<file path="config.mk">
export PLATFORM = sky130hd
export DESIGN_NAME = rd_hazard_forward_unit
export DESIGN_NICKNAME = d
export VERILOG_FILES = /design/src/rtl/rd_hazard_forward_unit.sv
export SDC_FILE = /design/constraint.sdc
export NUM_CORES = 1
export LEC_CHECK = 0
export CAP_MARGIN = 10
export CORE_ASPECT_RATIO = 2
export CORE_UTILIZATION = 50
export CTS_CLUSTER_DIAMETER = 200
export CTS_CLUSTER_SIZE = 16
export DETAILED_ROUTE_END_ITERATION = 10
export PLACE_DENSITY = 0.81
export RECOVER_POWER = 50
export SLEW_MARGIN = 25
export SYNTH_ARGS = -nofsm -noshare
export SYNTH_HDL_FRONTEND = slang
export SYNTH_SLANG_ARGS = --single-unit
export TNS_END_PERCENT = 30
</file>
<file path="constraint.sdc">
create_clock -name clk -period 4.4 [get_ports clk]
set_clock_uncertainty 0.05 [all_clocks]
set_input_delay 0.88 -clock clk [delete_from_list [all_inputs] [get_ports clk]]
set_output_delay 0.88 -clock clk [all_outputs]
set_load 0.05 [all_outputs]
</file>
<file path="src/rtl/rd_hazard_forward_unit.sv">
// Destination-register tracker for EX/MEM/WB with operand forwarding selects and load-use stall.
// Define HAZARD_WB_FWD_EN to let WB-stage matches forward (select 11); otherwise WB is never matched.
module rd_hazard_forward_unit #(
    parameter int unsigned CNT_W = 16
) (
    input  logic             clk,
    input  logic             reset,
    input  logic [4:0]       id_r1,
    input  logic [4:0]       id_r2,
    input  logic             id_r1_used,
    input  logic             id_r2_used,
    input  logic [4:0]       id_rd,
    input  logic             id_rf_le,
    input  logic             id_load,
    input  logic             flush,
    output logic [1:0]       fwd_a,
    output logic [1:0]       fwd_b,
    output logic             stall,
    output logic [4:0]       wb_rd,
    output logic             wb_le,
    output logic [CNT_W-1:0] stall_cnt
);

    // The load flag only matters in EX; past EX the data is available, so it is not carried on.
    logic [4:0]       ex_rd_q, ex_rd_d;
    logic             ex_le_q, ex_le_d;
    logic             ex_load_q, ex_load_d;
    logic [4:0]       mem_rd_q, mem_rd_d;
    logic             mem_le_q, mem_le_d;
    logic [4:0]       wb_rd_q, wb_rd_d;
    logic             wb_le_q, wb_le_d;
    logic [CNT_W-1:0] stall_cnt_q, stall_cnt_d;

    logic ex_hit_a, ex_hit_b;
    logic mem_hit_a, mem_hit_b;
    logic wb_hit_a, wb_hit_b;

    function automatic logic hit(input logic le, input logic [4:0] rd,
                                 input logic [4:0] src, input logic used);
        return le && (rd == src) && (src != 5'd0) && used;
    endfunction

    always_comb begin
        ex_hit_a  = hit(ex_le_q, ex_rd_q, id_r1, id_r1_used);
        ex_hit_b  = hit(ex_le_q, ex_rd_q, id_r2, id_r2_used);
        mem_hit_a = hit(mem_le_q, mem_rd_q, id_r1, id_r1_used);
        mem_hit_b = hit(mem_le_q, mem_rd_q, id_r2, id_r2_used);
`ifdef HAZARD_WB_FWD_EN
        wb_hit_a  = hit(wb_le_q, wb_rd_q, id_r1, id_r1_used);
        wb_hit_b  = hit(wb_le_q, wb_rd_q, id_r2, id_r2_used);
`else
        wb_hit_a  = 1'b0;
        wb_hit_b  = 1'b0;
`endif
    end

    always_comb begin
        stall = ex_load_q && (ex_hit_a || ex_hit_b);

        // Youngest producer wins; a load still in EX has no data yet, so fall back to 00.
        fwd_a = 2'b00;
        if (ex_hit_a) begin
            fwd_a = ex_load_q ? 2'b00 : 2'b01;
        end else if (mem_hit_a) begin
            fwd_a = 2'b10;
        end else if (wb_hit_a) begin
            fwd_a = 2'b11;
        end

        fwd_b = 2'b00;
        if (ex_hit_b) begin
            fwd_b = ex_load_q ? 2'b00 : 2'b01;
        end else if (mem_hit_b) begin
            fwd_b = 2'b10;
        end else if (wb_hit_b) begin
            fwd_b = 2'b11;
        end
    end

    always_comb begin
        ex_rd_d   = id_rd;
        ex_le_d   = id_rf_le;
        ex_load_d = id_load;
        if (stall || flush) begin
            ex_rd_d   = 5'd0;
            ex_le_d   = 1'b0;
            ex_load_d = 1'b0;
        end
        mem_rd_d = ex_rd_q;
        mem_le_d = ex_le_q;
        wb_rd_d  = mem_rd_q;
        wb_le_d  = mem_le_q;

        stall_cnt_d = stall_cnt_q;
        if (stall && (stall_cnt_q != {CNT_W{1'b1}})) begin
            stall_cnt_d = stall_cnt_q + CNT_W'(1);
        end
    end

    always_ff @(posedge clk) begin
        if (reset) begin
            ex_rd_q     <= 5'd0;
            ex_le_q     <= 1'b0;
            ex_load_q   <= 1'b0;
            mem_rd_q    <= 5'd0;
            mem_le_q    <= 1'b0;
            wb_rd_q     <= 5'd0;
            wb_le_q     <= 1'b0;
            stall_cnt_q <= '0;
        end else begin
            ex_rd_q     <= ex_rd_d;
            ex_le_q     <= ex_le_d;
            ex_load_q   <= ex_load_d;
            mem_rd_q    <= mem_rd_d;
            mem_le_q    <= mem_le_d;
            wb_rd_q     <= wb_rd_d;
            wb_le_q     <= wb_le_d;
            stall_cnt_q <= stall_cnt_d;
        end
    end

    assign wb_rd     = wb_rd_q;
    assign wb_le     = wb_le_q;
    assign stall_cnt = stall_cnt_q;

endmodule

</file>
Word-level counts from Yosys, hierarchy flattened --
Index checks and enable logic that the tools add are counted.
Cells by class: $add $sub $neg 1, equal/unequal tests 5, muxes and demuxes 5, reduce and logical (&&, ||, !) cells 19
Operators by type and width (number):
- equality test 5 bit | 4
- adder 16 x 1 -> 16 bit (second input constant) | 1
- != test 16 bit (second input constant) | 1
- logical AND 1 bit | 14
- nonzero test 5 bit | 2
- 2-to-1 mux 2 bit | 4
- logical OR 1 bit | 2
- OR reduction 2 bit | 1
- 2-to-1 mux 1 bit | 1
Word-level totals: bits in registers 35, input port bits 22, output and inout port bits 27, word-level logic and storage cells 38

Longest topological paths before layout --
Gate-level depths: netlist of run 1.
depth in word-level cells 8, mapped depth 8

Worst setup path before layout of run 1 --
Ideal clock, no wire load.
path kind input port to output port, start in id_r2[0], end out fwd_b[1], arrival time 2797 ps, required time 3470 ps, slack 673 ps, cell stages on the path 4, buffers on the path 0, path through or4_1 o21ai_2 nor3_4 nor3_1
On the way: longest elaborated chain between the ends 6
RTL lines:
- start: declaration | RTL line 9 | input logic [4:0] id_r2,
- equality test 5 bit | RTL line 40 | return le && (rd == src) && (src != 5'd0) && used;
- logical AND 1 bit (3 in a row) | RTL line 40
- 2-to-1 mux 2 bit | RTL line 73 | end else if (mem_hit_b) begin
- 2-to-1 mux 2 bit (*) | RTL line 71 | if (ex_hit_b) begin
- end: declaration | RTL line 17 | output logic [1:0] fwd_b,
Every way passes the cells marked *; elsewhere a longest branch is shown, timed or not.

Worst setup path in the final report of run 1 --
start in id_r1[4], end out fwd_a[0]
On the way: longest elaborated chain between the ends 5
RTL lines:
- start: declaration | RTL line 8 | input logic [4:0] id_r1,
- equality test 5 bit | RTL line 40
- logical AND 1 bit | RTL line 40
- logical AND 1 bit (*) (2 in a row) | RTL line 40
- 2-to-1 mux 2 bit (*) | RTL line 62 | if (ex_hit_a) begin
- end: declaration | RTL line 16 | output logic [1:0] fwd_a,
Marks and branches as above.

==> flow_metrics.tcl, run 1 <==
set metrics [dict create \
    status "complete, no violations" \
    rows 29 \
    gr-usage-met2_pct 43.8 \
    die_area_sq_um 3630 \
    required_ns 3.47 \
    yosysTopAreaCellShare_pct 41.5 \
    postCtsSetupRepairBufs 0 \
    synth_ff_type "dfxtp_1" \
    rsz0062_at_grt "no" \
    core_sq_um 3190 \
    synth_top_cell_by_area "dfxtp_1" \
    cap_violations 0 \
    avgSynthCellArea_sq_um 9.66 \
    fmax_ghz 0.255 \
    grt_usage_pct 23.8 \
    final-setup-viol-count 0 \
    postCtsHoldBufs 0 \
    wl_mm 3.99 \
    grt_pass1_vias 1492 \
    placed_cells 251 \
    critPathSlowestCell "clkdlybuf4s50_1" \
    syn-instance-count 175 \
    path_cells "clkdlybuf4s50_1, xnor2_2, nand4_2, nor4_1, clkdlybuf4s50_1" \
    numCtsBuffers 5 \
    num_vias 1528 \
    clkTransAtPathRegs_ns 0.06 \
    grt_max_degree 32 \
    synthTopCellsByArea "dfxtp_1, xnor2_1, xor2_1, nor2b_1, or4_1" \
    p_clk_share_pct 39.2 \
    cpMostUsedCell "clkdlybuf4s50_1" \
    hold_viol_final 0 \
    dp_hpwl_mm 3.02 \
    cp_max_fo 3 \
    die_w_um 43.1 \
    post_drt_wl_per_cell_um 15.4 \
    finish.utilization_pct 71.4 \
    netlist_area_sq_um 1690 \
    end_kind "output pin" \
    yosys-top-cells-count "dfxtp_1, nor2b_1, xnor2_1, xor2_1" \
    power_mw 0.636 \
    cts_root_buf "clkbuf_8" \
    port_buffers 48 \
    n_antenna_cell 0 \
    arrival_ns 2.99 \
    num-fill-cells 245 \
    placed_cell_area_sq_um 2180 \
    p_leak_nw 0.847 \
    synth_edf_count 0 \
    ys_types 36 \
    drc 0 \
    htreeDepth 2 \
    tightest_slew_ns 1.35 \
    clock-sinks 35 \
    use_met3_pct 4.95 \
    cts_tree "done" \
    worst_path_largest_cell_delay_ns 0.87 \
    grt_pass1_wl_mm 6.62 \
    cts_buffer_depth 2 \
    overflow 0 \
    io_pins 49 \
    slew_headroom_pct 10.0 \
    p_sw_share_pct 21.9 \
    ir_worst_vdd_uv 292 \
    power_frac_comb_pct 9.4 \
    hp-class "reg2reg" \
    ys_warn_count 0 \
    crit_type "in2out" \
    grt_busiest_layer "met2" \
    drive_gt1_share_pct 8.77 \
    power_switching_mw 0.140 \
    syn2layout_area_growth_pct 34.9 \
    synth_seq_cells 35 \
    vias_per_cell 5.90 \
    seqPwrFrac_pct 51.4 \
    rrSetupSlack_ns 2.06 \
    start_util_pct 52.9 \
    synth.yosys.seq_area_share_pct 41.5 \
    final.min_clock_period_ns 3.92 \
    drtIter0Drc 35 \
    first_pass_iters 4 \
    finalNetCount 250 \
    antenna_found_initial 0 \
    worstSkewPairLatency_ns 0.29 \
    gp_congestion 0.852 \
    ant_nets 0 \
    die_h_um 84.2 \
    async_flop_share_pct 0 \
    power_density_nw_per_um2 279 \
    synth_nets 198 \
    p_int_mw 0.496 \
    startpoint_type "input port" \
    finalCritPeriodShare_pct 89.1 \
    met1_usage_pct 24.1 \
    finish.instance_area_sq_um 2280 \
    drv_slew 0 \
    cts_resized 0 \
    synth.most_common_cell "dfxtp_1" \
    finalSetupTns_ns 0 \
    post_layout_nonfiller_instances 259 \
]
## metrics by stage
stage / hold WS, ns / setup WS, ns
after floorplan: 0.409 / 0.673
after global placement: 0.434 / 0.501
after detailed placement: 0.440 / 0.509
after CTS: 0.448 / 0.486
after global routing: 0.469 / 0.428
final: 0.448 / 0.482
## area by class of cell
class | count | area, sq um | area share (%)
timing repair buffer | 50 | 484 | 21.2
multi-input combinational | 131 | 941 | 41.3
inverter | 4 | 15.0 | 0.659
clock buffer | 8 | 100 | 4.39
sequential | 35 | 701 | 30.7
tap | 31 | 38.8 | 1.70
## routing by layer
| metal | vias to the layer above | share of wire, % |
|---|---|---|
| li1 | 743 | - |
| met4 | 0 | 2.3 |
| met5 | - | 0 |
| met3 | 8 | 4.0 |
| met1 | 729 | 37 |
| met2 | 48 | 56 |
## power groups by stage
stage | clock network (mW) | logic (mW) | registers [mW]
6_report | 0.249 | 0.0595 | 0.327
3_5_place_dp | 0 | 0.0597 | 0.334
5_1_grt | 0.267 | 0.0636 | 0.328
2_1_floorplan | 0 | 0.0264 | 0.336
4_1_cts | 0.255 | 0.0604 | 0.327
3_3_place_gp | 0 | 0.0584 | 0.334
## flip-flops by register name, summed over array words and instances (netlist names)
name / flops
ex_load_q: 1
ex_le_q: 1
wb_rd: 5
mem_rd_q: 5
stall_cnt: 16
wb_le: 1
mem_le_q: 1
ex_rd_q: 5
## critical path, delay by kind of cell
family / cells / cell delay, ns
and+or+nand+nor: 2 / 0.46
buffers and inverters: 2 / 1.49
xor gates and xnor gates: 1 / 0.15
## cells in the final DEF (no fill, tap or decap), types with 2 or more instances in the layout
cell type | Yosys | final
nand2_1 | 9 | 9
nor4_1 | 6 | 6
dfxtp_1 | 35 | 35
nor2b_1 | 14 | 14
nand4_1 | 4 | 4
buf_4 | 0 | 4
xor2_1 | 11 | 11
or4_1 | 9 | 9
o21ai_4 | 2 | 2
clkbuf_1 | 2 | 2
dlygate4sd3_1 | 0 | 20
clkdlybuf4s50_1 | 0 | 25
and2_1 | 8 | 8
mux2_1 | 2 | 2
o31ai_1 | 8 | 8
nor3_4 | 2 | 2
xnor2_1 | 11 | 11
nor3_1 | 4 | 4
nor2_1 | 8 | 8
a21oi_1 | 9 | 9
nand3_1 | 6 | 6
o211ai_1 | 3 | 3
o21ai_0 | 2 | 2
clkbuf_8 | 0 | 7
inv_1 | 4 | 4
## cell families after synthesis
family / count (synthesis) / share of synthesized area (%)
adders and majority gates: 1 / 0.740
buffers and inverters: 9 / 2.89
and+or+nand+nor: 75 / 28.0
AOI/OAI and AO/OA: 29 / 12.7
xor gates and xnor gates: 23 / 12.4
DFF: 35 / 41.5
muxes: 3 / 1.92
## worst paths after layout
path,endpoint,start,depth (start not counted)
min,mem_le_q,ex_le_q,1
max,fwd_a[0],id_r1[4],5
min reg2reg,mem_le_q,ex_le_q,1
max reg2reg,stall_cnt[8],stall_cnt[2],6
Power figures use the tool's default switching activity.
==> run 2, diff against run 1 <==
--- a/config.mk
+++ b/config.mk
@@ -11,7 +11,8 @@
 export CTS_CLUSTER_DIAMETER = 200
 export CTS_CLUSTER_SIZE = 16
 export DETAILED_ROUTE_END_ITERATION = 10
-export PLACE_DENSITY = 0.81
+export GPL_ROUTABILITY_DRIVEN = 0
+export PLACE_DENSITY = 0.84
 export RECOVER_POWER = 50
 export SLEW_MARGIN = 25
 export SYNTH_ARGS = -nofsm -noshare
==> run 2 against run 1 <==
Effect of this change:
- global-route usage increased by 1.4 points
- via count increased by 0.20%
- sequential power barely moved
==> flow_metrics.tcl, run 2 (synthesis results as in run 1) <==
set metrics [dict create \
    grt_usage_pct 25.2 \
    die_h_um 84.2 \
    met1_usage_pct 21.9 \
    core_sq_um 3190 \
    clock-sinks 35 \
    status "complete, no violations" \
    cts_resized 0 \
    final-setup-viol-count 0 \
    postCtsHoldBufs 0 \
    largest_register_ff_count 16 \
    required_ns 3.47 \
    drive_gt1_share_pct 8.81 \
    worstSkewPairLatency_ns 0.28 \
    grt_pass1_wl_mm 6.89 \
    dp_hpwl_mm 3.32 \
    cts_buffer_depth 2 \
    grt_pass1_vias 1557 \
    finish.instance_area_sq_um 2270 \
    crit_type "in2out" \
    start_util_pct 52.9 \
    port_buffers 48 \
    n_antenna_cell 0 \
    layout_setup_ws_ns 0.399 \
    post_layout_nonfiller_instances 258 \
    gr-usage-met2_pct 48.0 \
    final_cell_mix "dfxtp_1, clkdlybuf4s50_1, dlygate4sd3_1" \
    vias_per_cell 5.93 \
    min-delay-start "stall_cnt[5]" \
    hp-class "reg2reg" \
    seq_area_sq_um 701 \
    die_area_sq_um 3630 \
    wl_mm 4.17 \
    finalCritPeriodShare_pct 90.9 \
    placed_cell_area_sq_um 2180 \
    ir_worst_vdd_uv 211 \
    fmax_ghz 0.250 \
    r2r_start "stall_cnt[3]" \
    clkTransAtPathRegs_ns 0.07 \
    post_drt_wl_per_cell_um 16.2 \
    postCtsSetupRepairBufs 0 \
    drtIter0Drc 22 \
    drc 0 \
    use_met3_pct 4.73 \
    cts_root_buf "clkbuf_8" \
    p_leak_nw 0.843 \
    die_w_um 43.1 \
    rsz0062_at_grt "no" \
    first_pass_iters 4 \
    hold_viol_final 0 \
    final_common_cell "dfxtp_1" \
    antenna_found_initial 0 \
    finalNetCount 249 \
    placed_cells 250 \
    num_vias 1531 \
    startpoint_type "input port" \
    tightest_slew_ns 1.40 \
    finish.utilization_pct 71.1 \
    multi_input_area_sq_um 941 \
    num-fill-cells 264 \
    grt_max_degree 32 \
    grt_busiest_layer "met2" \
    cap_violations 0 \
    hold_ws_ns 0.447 \
    dp_worst_setup_slack_ns 0.414 \
    syn2layout_area_growth_pct 34.3 \
    ant_nets 0 \
    final.min_clock_period_ns 4.00 \
    rows 29 \
    cp_max_fo 3 \
    cts_tree "done" \
    io_pins 49 \
    end_kind "output pin" \
    startpoint "id_r2[0]" \
    drv_slew 0 \
    overflow 0 \
    power_mw 0.641 \
    numCtsBuffers 5 \
    power_density_nw_per_um2 282 \
    finalSetupTns_ns 0 \
    slew_headroom_pct 6.88 \
    arrival_ns 3.07 \
    htreeDepth 2 \
]
==> run 2: critical path, cell delays in order <==
cell and delay (ns):
clkdlybuf4s50_1 0.54, xnor2_1 0.15, nand4_1 0.19, nor4_1 0.42, clkdlybuf4s50_1 0.89
==> run 2: per-layer routing <==
layer,up-vias,wire length [um]
met2,62,2540
met3,13,163
li1,736,-
met4,0,176
met5,-,0
met1,720,1290
==> run 2: worst paths after layout <==
check / cells after the start / to / slack [ns]
worst max-delay path: 5 / fwd_b[0] / 0.40
worst max register to register: 6 / stall_cnt[8] / 2.05
worst min register to register: 2 / stall_cnt[5] / 0.45
worst min-delay path: 2 / stall_cnt[5] / 0.45
==> run 2: power breakdown <==
group	switching, mW	internal (mW)	total, mW	leakage, nW
combinational	0.0265	0.0314	0.0578	0.507
sequential	0.00605	0.322	0.328	0.284
clock	0.112	0.143	0.255	0.0515
==> run 2: cell type report <==
type / count / share of cell area, %
multi-input combinational: 131 / 41.5
sequential: 35 / 30.9
timing repair buffer: 49 / 20.9
clock buffer: 8 / 4.41
tap: 31 / 1.71
inverter: 4 / 0.662
